### src/rtl/gate_bist_if.sv
// Bus between the BIST sequencer and its environment: run handshake,
// gate-under-test stimulus/response and the reported results.
interface gate_bist_if;
  logic       start;
  logic       dut_out;
  logic       dut_a;
  logic       dut_b;
  logic       busy;
  logic       done;
  logic       pass;
  logic [3:0] result_vec;
  logic [3:0] fail_mask;

  modport master (
    output start, dut_out,
    input  dut_a, dut_b, busy, done, pass, result_vec, fail_mask
  );

  modport slave (
    input  start, dut_out,
    output dut_a, dut_b, busy, done, pass, result_vec, fail_mask
  );
endinterface

### src/rtl/gate_bist.sv
// Built-in self-test sequencer for a two-input logic gate: walks the four
// input vectors, samples the response after a settle time, checks a truth table.
module gate_bist #(
  parameter logic [3:0] EXPECTED      = 4'b1000,
  parameter int         SETTLE_CYCLES = 2
) (
  input logic        clk,
  input logic        rst_n,
  gate_bist_if.slave io_bus
);

  localparam int CW = (SETTLE_CYCLES < 1) ? 1 : $clog2(SETTLE_CYCLES + 1);
  localparam logic [CW-1:0] SETTLE_LAST = CW'(SETTLE_CYCLES);

  typedef enum logic [1:0] {
    IDLE = 2'd0,
    RUN  = 2'd1,
    DONE = 2'd2
  } state_t;

  state_t      r_state;
  logic [1:0]  r_idx;
  logic [CW-1:0] r_cnt;
  logic        r_a;
  logic        r_b;
  logic        r_busy;
  logic        r_done;
  logic        r_pass;
  logic [3:0]  r_result;
  logic [3:0]  r_fail;
  logic [3:0]  w_final;

  // Result vector including the bit being captured on this edge, so the
  // verdict at the last sample already sees vector 11.
  always_comb begin
    w_final        = r_result;
    w_final[r_idx] = io_bus.dut_out;
  end

  always_ff @(posedge clk or negedge rst_n) begin
    if (!rst_n) begin
      r_state  <= IDLE;
      r_idx    <= 2'd0;
      r_cnt    <= '0;
      r_a      <= 1'b0;
      r_b      <= 1'b0;
      r_busy   <= 1'b0;
      r_done   <= 1'b0;
      r_pass   <= 1'b0;
      r_result <= 4'd0;
      r_fail   <= 4'd0;
    end else begin
      case (r_state)
        IDLE: begin
          if (io_bus.start) begin
            r_state  <= RUN;
            r_busy   <= 1'b1;
            r_idx    <= 2'd0;
            r_cnt    <= '0;
            r_a      <= 1'b0;
            r_b      <= 1'b0;
            r_result <= 4'd0;
            r_fail   <= 4'd0;
            r_pass   <= 1'b0;
          end
        end
        RUN: begin
          if (r_cnt == SETTLE_LAST) begin
            r_cnt    <= '0;
            r_result <= w_final;
            if (r_idx == 2'd3) begin
              r_state <= DONE;
              r_busy  <= 1'b0;
              r_done  <= 1'b1;
              r_fail  <= w_final ^ EXPECTED;
              r_pass  <= (w_final == EXPECTED);
              r_a     <= 1'b0;
              r_b     <= 1'b0;
              r_idx   <= 2'd0;
            end else begin
              r_idx          <= r_idx + 2'd1;
              {r_a, r_b}     <= r_idx + 2'd1;
            end
          end else begin
            r_cnt <= r_cnt + CW'(1);
          end
        end
        DONE: begin
          r_state <= IDLE;
          r_done  <= 1'b0;
        end
        default: begin
          r_state <= IDLE;
          r_busy  <= 1'b0;
          r_done  <= 1'b0;
        end
      endcase
    end
  end

  assign io_bus.dut_a      = r_a;
  assign io_bus.dut_b      = r_b;
  assign io_bus.busy       = r_busy;
  assign io_bus.done       = r_done;
  assign io_bus.pass       = r_pass;
  assign io_bus.result_vec = r_result;
  assign io_bus.fail_mask  = r_fail;

endmodule

### src/flat_wrapper.sv
// flat-port wrapper written by rule: the top's interface ports become plain ports
module gate_bist_flat 
#(
  parameter logic [3:0] EXPECTED      = 4'b1000,
  parameter int         SETTLE_CYCLES = 2
)
  (clk, rst_n, io_bus_start, io_bus_dut_out, io_bus_dut_a, io_bus_dut_b, io_bus_busy, io_bus_done, io_bus_pass, io_bus_result_vec, io_bus_fail_mask);
  gate_bist_if io_bus_i ();
  input logic clk;
  input logic rst_n;
  input wire logic [$bits(io_bus_i.start)-1:0] io_bus_start;
  input wire logic [$bits(io_bus_i.dut_out)-1:0] io_bus_dut_out;
  output wire logic [$bits(io_bus_i.dut_a)-1:0] io_bus_dut_a;
  output wire logic [$bits(io_bus_i.dut_b)-1:0] io_bus_dut_b;
  output wire logic [$bits(io_bus_i.busy)-1:0] io_bus_busy;
  output wire logic [$bits(io_bus_i.done)-1:0] io_bus_done;
  output wire logic [$bits(io_bus_i.pass)-1:0] io_bus_pass;
  output wire logic [$bits(io_bus_i.result_vec)-1:0] io_bus_result_vec;
  output wire logic [$bits(io_bus_i.fail_mask)-1:0] io_bus_fail_mask;
  assign io_bus_i.start = io_bus_start;
  assign io_bus_i.dut_out = io_bus_dut_out;
  assign io_bus_dut_a = io_bus_i.dut_a;
  assign io_bus_dut_b = io_bus_i.dut_b;
  assign io_bus_busy = io_bus_i.busy;
  assign io_bus_done = io_bus_i.done;
  assign io_bus_pass = io_bus_i.pass;
  assign io_bus_result_vec = io_bus_i.result_vec;
  assign io_bus_fail_mask = io_bus_i.fail_mask;
  gate_bist #(.EXPECTED(EXPECTED), .SETTLE_CYCLES(SETTLE_CYCLES)) u_core (.clk(clk), .rst_n(rst_n), .io_bus(io_bus_i));
endmodule
### config.mk
export PLATFORM = sky130hd
export DESIGN_NAME = gate_bist_flat
export DESIGN_NICKNAME = d
export VERILOG_FILES = /design/src/rtl/gate_bist_if.sv /design/src/rtl/gate_bist.sv /design/src/flat_wrapper.sv
export SDC_FILE = /design/constraint.sdc
export NUM_CORES = 1
export LEC_CHECK = 0
export BUFFER_PORTS_ARGS = -buffer_cell sky130_fd_sc_hd__buf_2
export CAP_MARGIN = 20
export CORE_MARGIN = 5
export CORE_UTILIZATION = 45
export DETAILED_ROUTE_END_ITERATION = 12
export PLACE_DENSITY = 0.77
export SYNTH_ARGS = -nofsm -noshare
export SYNTH_HDL_FRONTEND = slang
export SYNTH_SLANG_ARGS = --single-unit
### constraint.sdc
create_clock -name clk -period 1.4 [get_ports clk]
set_input_delay 0.28 -clock clk [delete_from_list [all_inputs] [get_ports clk]]
set_output_delay 0.28 -clock clk [all_outputs]
set_load 0.1 [all_outputs]
==> run_results.csv, run 1 <==
group,metric,value,unit
placement,placed_area,1080,um^2
setup_path,crit_buf_inv,2,
layout,finalNonFillerCells,135,
sta,grt_setup_unrepaired,"yes",
clock_tree,cts_num_sinks,17,
sta,slew_violations,0,
sta,tightest_slew,488,ps
setup_path,cp.arrival,1140,ps
setup_path,worst_path_max_stage_delay,520,ps
clock_tree,clockBufferDepth,2,
floorplanning,pin_count,17,
drt,post-route-drc-count,0,
grt,number_of_global_route_vias_before_repair,688,
floorplanning,placementRows,15,
sta,timing.fmax,0.705,GHz
setup_path,crit_chain,"buf_4 > buf_12",
sta,period_minus_slack,1420,ps
layout,num-fill-cells,142,
clock_tree,clock-root-buffer,"sky130_fd_sc_hd__clkbuf_4",
setup_path,crit_slowest_cell,"sky130_fd_sc_hd__dfrtp_4",
setup_path,worstPathMaxFanout,5,
placement,finalWeightedCongestion,0.800,
layout,areaGrowthSynthToFinish,38.9,%
drt,vias_after_detailed_routing,722,
clock_tree,tritoncts,"built",
logic_synthesis,synth_edf_count,0,
layout,inserted_diodes,0,
floorplanning,dieWidth,53.6,um
sta,timing.max_slew.rel_slack,0.677,
logic_synthesis,netlist-cell-type-count,32,
clock_tree,clkLatencyLatePin,300,ps
logic_synthesis,yosysWarningCount,0,
setup_path,critPathRequiredTime,1120,ps
clock_tree,cts_inserted_buffers,3,
drt,routed_wire_length_per_instance,14.6,um
logic_synthesis,synth_simple_gate_area_share,0.161,
sta,setup_viol_count_final,3,
grt,grt_overflow,0,
grt,first_pass_grt_wire_length,3150,um
layout,post_route_cells_drive_above_1_share,0.455,
logic_synthesis,post_syn_nets,88,
drt,postRouteAntennaNets,0,
floorplanning,core_area,1760,um^2
logic_synthesis,synth_seq_cells,17,
run_status,result_of_the_run,"finished, violations left",
logic_synthesis,post_synth_xor_area_fraction,0,
logic_synthesis,share_of_synthesized_cell_area_in_full_adder_half_adder_and_majority_cells,0.0585,
setup_path,criticalPathCategory,"reg2out",
logic_synthesis,synth.yosys.seq_area_share,0.497,
logic_synthesis,synth_top_family_by_area,"simple AND/OR/NAND/NOR gates",
sta,period_share,1.01,
logic_synthesis,syn-cell-area,856,um^2
sta,worst_slack,-17.5,ps
placement,place_worst_setup_slack,-18.2,ps
sta,clock-skew-final,3.55,ps
setup_path,worst_setup_path_end_kind,"primary output",
logic_synthesis,async_reset_ff_frac,1.00,
placement,portBuffers,16,
setup_path,cpLargestDelayFamily,"flip-flops",
flow_run,cap_violations,0,
grt,antenna_found_initial,0,
placement,numPlacedInstances,128,
drt,avgViaCountPerCell,5.35,
drt,drtIter0Drc,19,
floorplanning,initial_core_util,0.485,
floorplanning,dieArea,2870,um^2
grt,grt_usage,0.159,
clock_tree,cts_max_level,1,
layout,multi_input_area,417,um^2
layout,design_area,1190,um^2
layout,ff_latch_area,439,um^2
clock_tree,cts.clk_slew.worst_paths,100,ps
setup_path,start_kind,"register",
sta,finalHoldViolations,0,
run_status,failed_checks,"setup timing",
grt,grt_max_degree,18,
placement,detailed_place_hpwl,1460,um
logic_synthesis,post_synth_inst_count,80,
drt,firstDrtPassIters,4,
logic_synthesis,synthMuxAreaShare,0.0716,
layout,final_net_count,119,
hold_path,class_of_the_worst_hold_path,"in2reg",
logic_synthesis,compound_gate_fraction_of_synth_area,0.151,
logic_synthesis,synthFlopType,"sky130_fd_sc_hd__dfrtp_1",
drt,drt_wl_total,1970,um
logic_synthesis,syn_avg_cell_area,10.7,um^2
floorplanning,die_h,53.6,um
==> through the flow <==
| step | util | hold slack (ps) | setup TNS (ps) |
|---|---|---|---|
| final | 0.674 | 358 | -36.9 |
| after global placement | 0.615 | 215 | 0 |
| after global routing | 0.674 | 358 | -249 |
| after floorplan | - | -15.6 | -558 |
| after CTS | 0.650 | 351 | -59.6 |
| after detailed placement | 0.615 | 217 | -28.6 |
==> metal layers <==
| layer | up-vias | routed length, um | global-route usage |
|---|---|---|---|
| li1 | 337 | - | - |
| met1 | 350 | 878 | 0.218 |
| met2 | 28 | 885 | 0.218 |
| met3 | 7 | 138 | 0.0471 |
| met4 | 0 | 62 | 0.0936 |
| met5 | - | 0 | 0 |
==> state kept, by name, indices dropped and copies added, names as in the netlist <==
name / count
u_core.io_bus.fail_mask: 4
u_core.io_bus.result_vec: 4
u_core.r_cnt: 2
u_core.r_state: 2
u_core.io_bus.busy: 1
u_core.io_bus.done: 1
u_core.io_bus.dut_b: 1
u_core.io_bus.pass: 1
u_core.r_idx: 1
==> cell families after synthesis <==
logic type	Yosys count
DFF	17
AOI/OAI and AO/OA	19
muxes	5
and+or+nand+nor	25
buffers and inverters	10
adders and majority gates	4
==> synth_stat cells (2+ instances only) <==
| cell type | n | share of area |
|---|---|---|
| sky130_fd_sc_hd__a21oi_1 | 3 | 0.018 |
| sky130_fd_sc_hd__a32oi_1 | 2 | 0.020 |
| sky130_fd_sc_hd__buf_6 | 2 | 0.026 |
| sky130_fd_sc_hd__dfrtp_1 | 17 | 0.50 |
| sky130_fd_sc_hd__ha_1 | 4 | 0.058 |
| sky130_fd_sc_hd__inv_1 | 7 | 0.031 |
| sky130_fd_sc_hd__mux2_4 | 2 | 0.035 |
| sky130_fd_sc_hd__mux2i_1 | 2 | 0.023 |
| sky130_fd_sc_hd__nand2_1 | 10 | 0.044 |
| sky130_fd_sc_hd__nor2_1 | 3 | 0.013 |
| sky130_fd_sc_hd__nor2b_1 | 3 | 0.022 |
| sky130_fd_sc_hd__o21ai_0 | 4 | 0.023 |
| sky130_fd_sc_hd__o31ai_1 | 2 | 0.018 |
==> area by class of cell <==
cell class / instances / share of cell area
flip-flops and latches: 17 / 0.369
multi-input cells: 53 / 0.351
repair buffers: 29 / 0.208
well taps: 25 / 0.0263
inverters: 7 / 0.0221
clock buffers: 3 / 0.0189
clock inverters: 1 / 0.00421
==> tightest hold or removal path, delay by kind of cell <==
kind	cells	cell delay (ps)
AO/OA/AOI/OAI	1	110
AND/OR/NAND/NOR	1	120
buffers and inverters	1	110
==> worst paths after layout <==
check	startpoint	end	slack (ps)	depth (start not counted)
worst max-delay path	u_core.io_bus.dut_b	io_bus_dut_b	-20	2
worst min-delay path	io_bus_start	u_core.r_state[0]	360	3
worst max register to register	u_core.io_bus.dut_b	u_core.io_bus.fail_mask[3]	-10	4
worst min register to register	u_core.io_bus.fail_mask[2]	u_core.io_bus.fail_mask[2]	510	2
max in group asynchronous	rst_n	u_core.io_bus.dut_b	690	2
min in group asynchronous	rst_n	u_core.r_idx[1]	410	2
==> placed cells by master, fill, tap and decap left out, types with 2 or more instances in the layout <==
cell | synthesis | final
sky130_fd_sc_hd__ha_1 | 4 | 2
sky130_fd_sc_hd__mux2_4 | 2 | 2
sky130_fd_sc_hd__dfrtp_2 | 0 | 5
sky130_fd_sc_hd__a32oi_1 | 2 | 2
sky130_fd_sc_hd__ha_4 | 0 | 2
sky130_fd_sc_hd__o21ai_0 | 4 | 3
sky130_fd_sc_hd__nor2_1 | 3 | 3
sky130_fd_sc_hd__a21oi_1 | 3 | 3
sky130_fd_sc_hd__dfrtp_4 | 0 | 2
sky130_fd_sc_hd__buf_12 | 0 | 3
sky130_fd_sc_hd__o31ai_1 | 2 | 2
sky130_fd_sc_hd__nand2_1 | 10 | 10
sky130_fd_sc_hd__nor2b_1 | 3 | 2
sky130_fd_sc_hd__o21ai_1 | 1 | 2
sky130_fd_sc_hd__inv_1 | 7 | 7
sky130_fd_sc_hd__dfrtp_1 | 17 | 10
sky130_fd_sc_hd__buf_4 | 0 | 11
sky130_fd_sc_hd__buf_2 | 0 | 4
sky130_fd_sc_hd__clkbuf_4 | 0 | 13
==> what timing repair did <==
item                                   CTS  global route
resized for setup                        3            14
pin swaps                                2             4
endpoints found under the hold margin   17             0
setup endpoints to repair                8            20
hold buffers                             1             0
setup buffers                            2             0
Power of run 1 is left out: the tool's default activity adds up to more than one toggle a clock period on the data nets, which glitch-free logic cannot reach.
==> run 2, diff against run 1 <==
--- a/config.mk
+++ b/config.mk
@@ -8,9 +8,9 @@
 export BUFFER_PORTS_ARGS = -buffer_cell sky130_fd_sc_hd__buf_2
 export CAP_MARGIN = 20
 export CORE_MARGIN = 5
-export CORE_UTILIZATION = 45
+export CORE_UTILIZATION = 40
 export DETAILED_ROUTE_END_ITERATION = 12
-export PLACE_DENSITY = 0.77
+export PLACE_DENSITY = 0.7
 export SYNTH_ARGS = -nofsm -noshare
 export SYNTH_HDL_FRONTEND = slang
 export SYNTH_SLANG_ARGS = --single-unit
==> run_results.csv, run 2 (same netlist as run 1, synthesis figures left out) <==
group,metric,value,unit
setup_path,crit_chain,"ha_4 > nand4b_1 > a21o_2 > a32o_1",
placement,portBuffers,16,
clock_tree,clock-root-buffer,"sky130_fd_sc_hd__clkbuf_4",
grt,grt_usage,0.123,
sta,grt_setup_unrepaired,"yes",
clock_tree,cts.clk_slew.worst_paths,100,ps
sta,slew_violations,0,
clock_tree,cts_inserted_buffers,3,
drt,avgViaCountPerCell,4.91,
floorplanning,pin_count,17,
drt,met2_wirelength,908,um
hold_path,hold_start,"io_bus_start",
floorplanning,placementRows,16,
run_status,failed_checks,"setup timing",
clock_tree,cts_max_level,1,
layout,design_area,1210,um^2
sta,finalHoldViolations,0,
setup_path,criticalPathCategory,"reg2reg",
layout,inserted_diodes,0,
setup_path,worst_setup_path_end_kind,"register",
sta,timing.max_slew.rel_slack,0.680,
drt,post-route-drc-count,0,
drt,vias_after_detailed_routing,677,
floorplanning,die_h,56.3,um
setup_path,crit_buf_inv,0,
grt,first_pass_grt_wire_length,3060,um
floorplanning,initial_core_util,0.428,
hold_path,holdPathStages,3,
setup_path,critical_path.reg2reg.endpoint,"u_core.io_bus.fail_mask[3]",
grt,antenna_found_initial,0,
floorplanning,core_area,2000,um^2
layout,mostFrequentLayoutCell,"sky130_fd_sc_hd__clkbuf_4",
placement,place_worst_setup_slack,-17.3,ps
sta,period_share,1.01,
layout,layout.cells.most_common_list,"sky130_fd_sc_hd__clkbuf_4 (13), sky130_fd_sc_hd__nand2_1 (10), sky130_fd_sc_hd__buf_4 (10), sky130_fd_sc_hd__dfrtp_1 (10), sky130_fd_sc_hd__inv_1 (7)",
drt,postRouteAntennaNets,0,
setup_path,worst_path_max_stage_delay,460,ps
sta,worst_slack,-13.0,ps
placement,detailed_place_hpwl,1320,um
sta,timing.fmax,0.708,GHz
grt,number_of_global_route_vias_before_repair,691,
sta,tightest_slew,483,ps
drt,routed.top_layer,"met4",
drt,firstDrtPassIters,3,
clock_tree,tritoncts,"built",
placement,placed_area,1090,um^2
drt,drt_wl_total,1810,um
hold_path,class_of_the_worst_hold_path,"in2reg",
grt,grt_overflow,0,
setup_path,crit_slowest_cell,"sky130_fd_sc_hd__dfrtp_4",
setup_path,worstPathMaxFanout,6,
placement,finalWeightedCongestion,0.767,
layout,post_route_cells_drive_above_1_share,0.459,
run_status,result_of_the_run,"finished, violations left",
sta,setup_viol_count_final,1,
setup_path,reg2reg_setup_slack,-10,ps
grt,grt_max_degree,18,
drt,routed_wire_length_per_instance,13.1,um
setup_path,worst_reg2reg_path_length_in_cells,4,
floorplanning,dieWidth,56.3,um
sta,clock-skew-final,7.04,ps
layout,areaGrowthSynthToFinish,40.9,%
drt,wirelength_met1,772,um
setup_path,critPathRequiredTime,1590,ps
setup_path,critical_path.reg2reg.startpoint,"u_core.io_bus.dut_b",
layout,final_net_count,120,
drt,met3RoutedLength,114,um
sta,period_minus_slack,1410,ps
clock_tree,clockBufferDepth,2,
setup_path,cpLargestDelayFamily,"compound AO/OA/AOI/OAI gates",
setup_path,start_kind,"register",
setup_path,cp.arrival,1600,ps
clock_tree,cts_num_sinks,17,
floorplanning,dieArea,3160,um^2
flow_run,cap_violations,0,
drt,drtIter0Drc,12,
layout,layout.core_utilization,0.603,
hold_path,hold_path_end,"u_core.r_state[0]",
clock_tree,clkLatencyLatePin,290,ps
[run 2: repair_timing]
item	in CTS	in global routing
pin swaps	0	3
setup endpoints to repair	5	19
hold endpoints to repair	17	0
setup buffers	1	1
resized for setup	4	17
cloned	0	0
hold buffers	1	0
[run 2: worst max-delay path by stage]
stage,slack [ps],from,end,cells past startpoint
2_1_floorplan,-130,u_core.io_bus.dut_b,u_core.io_bus.fail_mask[3],4
3_5_place_dp,-20,u_core.r_idx[1],u_core.io_bus.fail_mask[0],4
5_1_grt,-100,u_core.io_bus.dut_b,u_core.io_bus.fail_mask[2],5
3_3_place_gp,-6,u_core.r_idx[1],u_core.io_bus.fail_mask[0],4
6_report,-10,u_core.io_bus.dut_b,u_core.io_bus.fail_mask[3],4
4_1_cts,0.7,u_core.r_idx[1],u_core.io_bus.fail_mask[3],4
[run 2: final cells by class]
| cell class | count | area [um^2] |
|---|---|---|
| Clock buffer | 4 | 26.3 |
| Fill cell | 174 | 796 |
| Inverter | 7 | 26.3 |
| Multi-Input combinational cell | 53 | 418 |
| Sequential cell | 17 | 439 |
| Tap cell | 27 | 33.8 |
| Timing Repair Buffer | 30 | 263 |
[run 2: per-stage QoR]
| stage | cells | TNS [ps] | hold WS, ps |
|---|---|---|---|
| 2_1_floorplan | 80 | -558 | -15.6 |
| 3_3_place_gp | 131 | -6.25 | 219 |
| 3_5_place_dp | 131 | -17.3 | 228 |
| 4_1_cts | 137 | 0 | 340 |
| 5_1_grt | 138 | -386 | 339 |
| 6_report | 138 | -13.0 | 345 |
[run 2: metal layers]
layer | up-vias | global-route usage
li1 | 338 | -
met1 | 324 | 0.141
met2 | 13 | 0.205
met3 | 2 | 0.0619
met4 | 0 | 0.0305
met5 | - | 0
[run 2: worst reg2reg max path: stages (launching register included)]
cell and delay (ps):
sky130_fd_sc_hd__dfrtp_4 460, sky130_fd_sc_hd__ha_4 180, sky130_fd_sc_hd__nand4b_1 170, sky130_fd_sc_hd__a21o_2 300, sky130_fd_sc_hd__a32o_1 210
Power of run 2 is left out for the same reason.
==> run 3, diff against run 2 <==
==> constraint.sdc (replaced) <==
create_clock -name clk -period 1.4 [get_ports clk]
set_input_delay 0.28 -clock clk [delete_from_list [all_inputs] [get_ports clk]]
set_output_delay 0.28 -clock clk [all_outputs]
set_load 0.05 [all_outputs]
==> run_results.csv, run 3 (same netlist as run 1, synthesis figures left out) <==
group,metric,value,unit
setup_path,criticalPathCategory,"reg2reg",
floorplanning,placementRows,16,
grt,number_of_global_route_vias_before_repair,679,
layout,post_route_cells_drive_above_1_share,0.389,
sta,timing.max_slew.rel_slack,0.748,
drt,post-route-drc-count,0,
placement,numPlacedInstances,125,
layout,layout.core_utilization,0.551,
clock_tree,cts_num_sinks,17,
sta,finalHoldViolations,0,
floorplanning,dieWidth,56.3,um
sta,period_minus_slack,1380,ps
sta,worst_slack,23.2,ps
sta,final.setup.tns,0,ps
setup_path,worst_setup_path_end_kind,"register",
drt,postRouteAntennaNets,0,
sta,timing.fmax,0.726,GHz
sta,period_share,0.983,
grt,grt_overflow,0,
sta,grt_setup_unrepaired,"yes",
power_and_ir_drop,sequentialPowerShare,0.301,
drt,vias_after_detailed_routing,670,
placement,place_worst_setup_slack,-63.7,ps
floorplanning,pin_count,17,
run_status,result_of_the_run,"complete, no violations",
placement,detailed_place_hpwl,1400,um
drt,met2_wirelength,874,um
grt,first_pass_grt_wire_length,3130,um
layout,layout.cells.most_common_list,"sky130_fd_sc_hd__buf_2 (16), sky130_fd_sc_hd__dfrtp_1 (14), sky130_fd_sc_hd__nand2_1 (10)",
hold_path,class_of_the_worst_hold_path,"in2reg",
floorplanning,dieArea,3160,um^2
setup_path,critPathRequiredTime,1590,ps
floorplanning,die_h,56.3,um
drt,met3RoutedLength,89,um
clock_tree,clockBufferDepth,2,
floorplanning,core_area,2000,um^2
drt,wirelength_met1,815,um
power_and_ir_drop,ir_worst_vdd,0.00139,V
power_and_ir_drop,share_comb_of_total_power,0.608,
power_and_ir_drop,internal-power,1.49,mW
power_and_ir_drop,cellPowerDensity,2590,nW/um^2
floorplanning,initial_core_util,0.428,
drt,drt_wl_total,1810,um
layout,mostFrequentLayoutCell,"sky130_fd_sc_hd__buf_2",
layout,inserted_diodes,0,
drt,drtIter0Drc,7,
setup_path,worstPathMaxFanout,6,
power_and_ir_drop,share_clk_of_total_power,0.091,
clock_tree,cts.clk_slew.worst_paths,100,ps
grt,grt_usage,0.125,
clock_tree,cts_inserted_buffers,3,
power_and_ir_drop,netSwitchingFraction,0.479,
clock_tree,clock-root-buffer,"sky130_fd_sc_hd__clkbuf_4",
sta,tightest_slew,379,ps
clock_tree,tritoncts,"built",
sta,clock-skew-final,3.83,ps
clock_tree,cts_max_level,1,
power_and_ir_drop,total_leakage_power,0.559,nW
flow_run,cap_violations,0,
sta,setup_viol_count_final,0,
setup_path,start_kind,"register",
setup_path,cp.arrival,1570,ps
layout,finalNonFillerCells,135,
grt,antenna_found_initial,0,
grt,grt_max_degree,18,
drt,firstDrtPassIters,4,
sta,slew_violations,0,
clock_tree,clkLatencyLatePin,290,ps
placement,portBuffers,16,
layout,areaGrowthSynthToFinish,28.8,%
power_and_ir_drop,net-switching-power,1.37,mW
drt,routed.top_layer,"met4",
drt,routed_wire_length_per_instance,13.4,um
layout,final_net_count,117,
drt,avgViaCountPerCell,4.96,
placement,finalWeightedCongestion,0.785,
## run 3: cell types whose count changed in the layout (fill, tap and decap cells not counted), moves of 2 or more
cell                       previous run  this run
sky130_fd_sc_hd__buf_12               3         1
sky130_fd_sc_hd__dfrtp_4              2         0
sky130_fd_sc_hd__clkbuf_4            13         3
sky130_fd_sc_hd__buf_6                2         0
sky130_fd_sc_hd__ha_1                 1         3
sky130_fd_sc_hd__dfrtp_2              5         3
sky130_fd_sc_hd__ha_2                 2         0
sky130_fd_sc_hd__dfrtp_1             10        14
sky130_fd_sc_hd__buf_2                4        16
## run 3: metal layers
| metal | up-vias | track usage |
|---|---|---|
| met2 | 14 | 0.209 |
| met4 | 0 | 0.0305 |
| li1 | 333 | - |
| met5 | - | 0 |
| met1 | 318 | 0.154 |
| met3 | 5 | 0.0436 |
## run 3: power by group through the flow
stage / sequential, mW / combinational, mW / clock (mW)
after floorplan: 1.32 / 0.750 / 0
after global placement: 0.859 / 1.59 / 0
after detailed placement: 0.870 / 1.62 / 0
after CTS: 0.856 / 1.66 / 0.273
after global routing: 0.889 / 1.89 / 0.301
final: 0.860 / 1.74 / 0.262
## run 3: path summary, 6_finish.rpt
| path | start | endpoint | slack (ps) | cells past startpoint |
|---|---|---|---|---|
| worst max-delay path | u_core.io_bus.dut_b | u_core.io_bus.fail_mask[3] | 20 | 4 |
| worst min register to register | u_core.io_bus.fail_mask[1] | u_core.io_bus.fail_mask[1] | 490 | 2 |
| max in group asynchronous | rst_n | u_core.r_idx[1] | 680 | 2 |
| worst min-delay path | io_bus_start | u_core.r_state[0] | 350 | 3 |
| min in group asynchronous | rst_n | u_core.r_cnt[0] | 420 | 2 |
| worst max register to register | u_core.io_bus.dut_b | u_core.io_bus.fail_mask[3] | 20 | 4 |
## run 3: cell type report
class	instances	area [um^2]
sequential	17	429
multi-input combinational	53	409
fill	196	900
timing repair buffer	27	178
inverter	7	26.3
tap	27	33.8
clock buffer	4	26.3
## run 3: what timing repair did
item / 4_1_cts / 5_1_grt
setup buffers: 1 / 4
gates resized for setup: 2 / 4
endpoints found under the hold margin: 17 / 0
endpoints found under the setup margin: 2 / 8
pin swaps: 0 / 4
hold buffers: 1 / 0
## run 3: per-stage QoR
stage	power (mW)	cell area [um^2]	hold slack (ps)
after floorplan	2.07	871	-15.6
after global placement	2.45	1010	218
after detailed placement	2.49	1010	225
after CTS	2.79	1050	343
after global routing	3.07	1100	370
final	2.86	1100	349
## run 3: critical path, cell delays in order (launching register included)
cell                       delay, ps
sky130_fd_sc_hd__dfrtp_2         430
sky130_fd_sc_hd__ha_4            170
sky130_fd_sc_hd__nand4b_1        170
sky130_fd_sc_hd__a21o_2          300
sky130_fd_sc_hd__a32o_1          200
(Power assumes the default switching activity.)
